**src/rtl/fetch_unit.sv**
```systemverilog
// fetch_unit: instruction-fetch stage with one outstanding imem read, decode handshake and flush/kill.
// Optional macro FETCH_MISALIGN_TRAP_EN: misaligned redirect targets set a sticky flag and park fetch.
`default_nettype none

module fetch_unit #(
  parameter int unsigned     XLEN     = 32,
  parameter logic [XLEN-1:0] RESET_PC = '0
) (
  input  logic            clk,
  input  logic            rst_n,
  output logic            imem_req,
  output logic [XLEN-1:0] imem_addr,
  input  logic [XLEN-1:0] imem_rdata,
  input  logic            imem_rvalid,
  output logic [XLEN-1:0] instr,
  output logic [XLEN-1:0] pc_out,
  output logic            instr_valid,
  input  logic            id_ready,
  input  logic [1:0]      PCSrc,
  input  logic [XLEN-1:0] ImmOp,
  input  logic            flush,
  input  logic [XLEN-1:0] flush_pc,
  output logic            misalign
);

  localparam logic [1:0]      c_IDLE  = 2'd0;
  localparam logic [1:0]      c_REQ   = 2'd1;
  localparam logic [1:0]      c_WAIT  = 2'd2;
  localparam logic [1:0]      c_VALID = 2'd3;
  localparam logic [XLEN-1:0] c_STEP  = XLEN'(4);

  logic [1:0]      r_state;
  logic [1:0]      w_state_nxt;
  logic            r_kill;
  logic            w_kill_nxt;
  logic [XLEN-1:0] r_pc;
  logic [XLEN-1:0] r_instr;
  logic [XLEN-1:0] r_pc_out;
  logic            r_instr_valid;

  logic            w_flush;
  logic            w_consume;
  logic            w_accept;
  logic            w_redirect;
  logic            w_trap;
  logic            w_parked;
  logic [XLEN-1:0] w_target;
  logic [XLEN-1:0] w_next_pc;

  assign w_flush   = flush && (r_state != c_IDLE);
  assign w_consume = (r_state == c_VALID) && id_ready && !w_flush;
  assign w_accept  = (r_state == c_WAIT) && imem_rvalid && !w_flush;

  // Redirect target: flush beats the decoder's branch/jump request.
  always_comb begin
    w_target   = r_pc;
    w_redirect = 1'b0;
    if (w_flush) begin
      w_target   = flush_pc;
      w_redirect = 1'b1;
    end else if (w_consume) begin
      case (PCSrc)
        2'b01: begin
          w_target   = r_pc_out + ImmOp;
          w_redirect = 1'b1;
        end
        2'b10: begin
          w_target   = ImmOp;
          w_redirect = 1'b1;
        end
        default: w_target = r_pc;
      endcase
    end
  end

`ifdef FETCH_MISALIGN_TRAP_EN
  logic r_misalign;

  assign w_trap    = w_redirect && (w_target[1:0] != 2'b00);
  assign w_next_pc = w_target;
  assign w_parked  = r_misalign;
  assign misalign  = r_misalign;

  always_ff @(posedge clk or negedge rst_n) begin
    if (!rst_n) begin
      r_misalign <= 1'b0;
    end else if (w_trap) begin
      r_misalign <= 1'b1;
    end
  end
`else
  assign w_trap    = 1'b0;
  assign w_parked  = 1'b0;
  assign w_next_pc = w_redirect ? {w_target[XLEN-1:2], 2'b00} : w_target;
  assign misalign  = 1'b0;
`endif

  always_ff @(posedge clk or negedge rst_n) begin
    if (!rst_n) begin
      r_state <= c_IDLE;
      r_kill  <= 1'b0;
    end else begin
      r_state <= w_state_nxt;
      r_kill  <= w_kill_nxt;
    end
  end

  always_comb begin
    w_state_nxt = r_state;
    w_kill_nxt  = r_kill;
    case (r_state)
      c_IDLE: begin
        if (!w_parked) w_state_nxt = c_REQ;
      end
      c_REQ: begin
        // A killed read must drain before the next request goes out.
        if (r_kill) begin
          if (imem_rvalid) w_kill_nxt = 1'b0;
        end else begin
          w_state_nxt = c_WAIT;
        end
      end
      c_WAIT: begin
        if (imem_rvalid) w_state_nxt = c_VALID;
      end
      c_VALID: begin
        if (id_ready) w_state_nxt = c_REQ;
      end
      default: w_state_nxt = c_IDLE;
    endcase
    if (w_flush) begin
      w_state_nxt = c_REQ;
      // Kill only if a read is still outstanding after this cycle.
      w_kill_nxt  = imem_req || (((r_state == c_WAIT) || r_kill) && !imem_rvalid);
    end
    if (w_trap) w_state_nxt = c_IDLE;
  end

  always_comb begin
    imem_req  = (r_state == c_REQ) && !r_kill;
    imem_addr = r_pc;
  end

  always_ff @(posedge clk or negedge rst_n) begin
    if (!rst_n) begin
      r_pc          <= RESET_PC;
      r_instr       <= '0;
      r_pc_out      <= '0;
      r_instr_valid <= 1'b0;
    end else if (w_flush || w_consume) begin
      r_pc          <= w_next_pc;
      r_instr_valid <= 1'b0;
    end else if (w_accept) begin
      r_instr       <= imem_rdata;
      r_pc_out      <= r_pc;
      r_pc          <= r_pc + c_STEP;
      r_instr_valid <= 1'b1;
    end
  end

  assign instr       = r_instr;
  assign pc_out      = r_pc_out;
  assign instr_valid = r_instr_valid;

endmodule

`default_nettype wire

```
**config.mk**
```make
export PLATFORM = sky130hd
export DESIGN_NAME = fetch_unit
export DESIGN_NICKNAME = d
export VERILOG_FILES = /design/src/rtl/fetch_unit.sv
export SDC_FILE = /design/constraint.sdc
export NUM_CORES = 1
export LEC_CHECK = 0
export CAP_MARGIN = 20
export CORE_MARGIN = 4
export CORE_UTILIZATION = 53
export DETAILED_ROUTE_END_ITERATION = 6
export HOLD_SLACK_MARGIN = 0.08
export PLACE_DENSITY = 0.95
export SYNTH_ARGS = -nofsm -noshare
export SYNTH_HDL_FRONTEND = slang
export SYNTH_SLANG_ARGS = --single-unit
export TNS_END_PERCENT = 10
```
**constraint.sdc**
```tcl
create_clock -name clk -period 5.8 [get_ports clk]
set_clock_uncertainty 0.2 [all_clocks]
set_input_delay 0.58 -clock clk [delete_from_list [all_inputs] [get_ports clk]]
set_output_delay 0.58 -clock clk [all_outputs]
set_load 0.005 [all_outputs]
```
==> metrics.txt <==
Seq pwr share=a little under a third; Core Region=approximately 13000 um^2; status=finished clean; VDD IR max=0.268 mV; Iter 0 DRT Violations=742; dpl hpwl=roughly 17 mm; synth top area cells=dfrtp_1 (36%), nand2_1 (14%), ha_1 (6.8%); Max Clk Rate=267 MHz; final net count=1202; routed len/inst=~20 um; ratio of cells with drive above 1 in the final layout=about 4.3%; initial antenna violation count=0; RD Place Congestion=approximately 0.97; crit path kind=in -> reg; Combinational Power Share=56.6%; DRC viols=0; Sequential cell area=around 2500 um^2; first-pass GRT wire length=~38 mm; Tmin final=3740 ps; Initial Util=between 50% and 60%; max-cap violations=0; I/O pins=202; grt total ovfl=0; register area share after synthesis=35.9%; Least-Margin Pin Slew=826 ps; Initial DRT Pass Iterations=5; Routed WL=24.4 mm; via count=between 7000 and 8000; H-tree depth=3; switching power total=2000 uW; most used flip-flop cell after synthesis=dfrtp_1; Synth-to-Final Area Change=33.8%; Final Power=around 4600 uW; maximum root-to-sink buffer count=2; min-delay worst type=reg -> reg; std cell rows=41; Worst Path Arrival=around 3800 ps; internal cell power=2610 uW; count leader, synth=nand2_1; area occupied by multi-input gates=between 4000 and 5000 um^2; EDFF count, synth=0; clock root buffer=clkbuf_16; period utilisation layout=between 60% and 70%; Routed Antenna Nets=0; # setup viols final=0; M1 WL=between 9 and 10 mm; max-slew violations=0; vias in the first global route=around 7600; clock network fraction of total power=13.3%; clock-pin slew on the worst setup and hold paths=~80 ps; IO Port Bufs=198; RSZ-0062 raised after global routing=false; Layout Cells excl Fill=approximately 1200; DP Cell Count=roughly 1200; Synth area leader=dfrtp_1; syn_area_per_cell=between 7 and 8 um^2; GRT Total Usage=about a third; cell leakage power=0.00421 uW; CTS tree=done; power density cells=494 nW/um^2; full die area=~15000 um^2; top sig layer=met4; Fillers=just under 1000; vias per std cell=6.20; setup TNS=0 ps; #FFs+latches synth=100; Die Wd=roughly 120 um; Die Ht=approximately 120 um; total CTS buffers=9; CP Launch Type=primary input; synthesized instance count=a little under 900; Worst Setup End Kind=register; CTS Sinks=100; met3 WL post-DR=~2.7 mm; final core utilization=approximately 73%; share of synthesized registers carrying an async set or reset=between 90% and 100%; list of most frequent post-synthesis cells=nand2_1 (254), dfrtp_1 (100), o21ai_0 (59), a21oi_1 (57), nor2_1 (52); top cell type's share of synthesized area=35.9%; Skew-Pair Late Insertion Delay=360 ps; Worst Path Max Fanout=5; wire length on met2=roughly 12 mm; Yosys cell types=74; Inserted Diodes=0; Post-Syn Nets=between 1000 and 1500; total number of yosys warnings=0; largest net degree at the start of global routing=74; Net Sw Frac=about 43%; Slew HR=between 40 and 50%; Hold Fails Final Rpt=0; Critical Path RT=~5800 ps; Netlist Area Pre-Place=roughly 7000 um^2
## cell type report
type / instances / share of cell area, %
Multi-Input combinational cell: 720 / 44.7
Sequential cell: 100 / 26.8
Timing Repair Buffer: 208 / 22.1
Clock buffer: 10 / 2.56
Inverter: 21 / 0.846
Tap cell: 172 / 2.31
Clock inverter: 6 / 0.631
## registers in the layout, indices dropped and copies added (netlist names)
name and flops:
imem_addr 32, instr_valid 1, pc_out 32, r_kill 1, instr 32, r_state 2
## worst max-delay path, stage by stage
cell	delay, ps
clkdlybuf4s50_1	460
ha_1	160
inv_1	60
fa_1	370
and2b_1	250
o2111ai_1	160
a21oi_1	360
o211ai_1	240
o211ai_1	490
a211oi_1	150
nor4bb_1	360
o211ai_1	130
## logic make-up (layout without fill, tap and decap cells)
group / after synthesis / after routing / synth area share, %
AOI/OAI and AO/OA: 246 / 246 / 23.7
xor gates and xnor gates: 20 / 20 / 2.51
adders and majority gates: 39 / 39 / 7.11
buffers and inverters: 72 / 245 / 4.36
DFF: 100 / 100 / 35.9
muxes: 6 / 6 / 0.862
other: 1 / 1 / 0.0538
and+or+nand+nor: 408 / 408 / 25.5
## placed cells by master, fill, tap and decap left out, types with 4 or more instances in the layout
cell type        instances
nor3_1                  15
and3_1                   9
o211ai_1                18
o221ai_1                 4
nand2_1                254
mux2i_1                  6
or3_1                    4
dfrtp_1                100
xor2_1                   6
a221oi_1                 4
a31oi_1                 16
a21o_1                  18
and2_1                   6
ha_1                    38
a21oi_1                 57
o21ai_0                 59
clkdlybuf4s50_1        197
nand2b_1                 5
clkbuf_16                9
a211oi_1                 6
xnor2_1                 14
and4_1                   4
o21bai_1                 7
inv_1                   21
buf_4                   10
nor2_1                  51
nand4_1                 11
nand3_1                 27
nor2b_1                  5
o22ai_1                  7
## power by group through the flow
stage / clock (uW) / sequential, uW / combinational (uW)
2_1_floorplan: 0 / 1320 / 1440
3_3_place_gp: 0 / 1360 / 2460
3_5_place_dp: 0 / 1380 / 2540
4_1_cts: 614 / 1380 / 2580
5_1_grt: 648 / 1430 / 2840
6_report: 611 / 1390 / 2600
## final timing paths
check	from	to	slack (ps)	cells after the start
setup / recovery	ImmOp[0]	imem_addr[28]$_DFFE_PN0P_	2060	12
min in group asynchronous	rst_n	pc_out[7]$_DFFE_PN0P_	500	2
hold reg to reg	instr[15]$_DFFE_PN0P_	instr[15]$_DFFE_PN0P_	280	2
setup reg to reg	r_state[1]$_DFFE_PN0P_	imem_addr[27]$_DFFE_PN0P_	2280	11
max in group asynchronous	rst_n	pc_out[31]$_DFFE_PN0P_	3700	3
hold / removal	instr[15]$_DFFE_PN0P_	instr[15]$_DFFE_PN0P_	280	2
## through the flow
step                      instance area, um^2  hold WS, ps  setup slack (ps)
after global placement                   9010          257              1890
after floorplan                          6970         84.4              2790
after detailed placement                 9010          262              1830
after global routing                     9320          302              1930
after CTS                                9320          283              2150
final                                    9320          278              2060
## timing repair
action,in CTS,in global routing
gates resized for setup,0,0
endpoints found under the hold margin,36,0
hold buffers,1,0
buffers inserted,0,0
## layer usage
layer  vias up  global-route usage (%)
li1       3485                       -
met1      3613                    39.0
met2       472                    53.0
met3       103                    8.43
met4         0                    16.4
met5         -                       0
(Power assumes the default switching activity.)
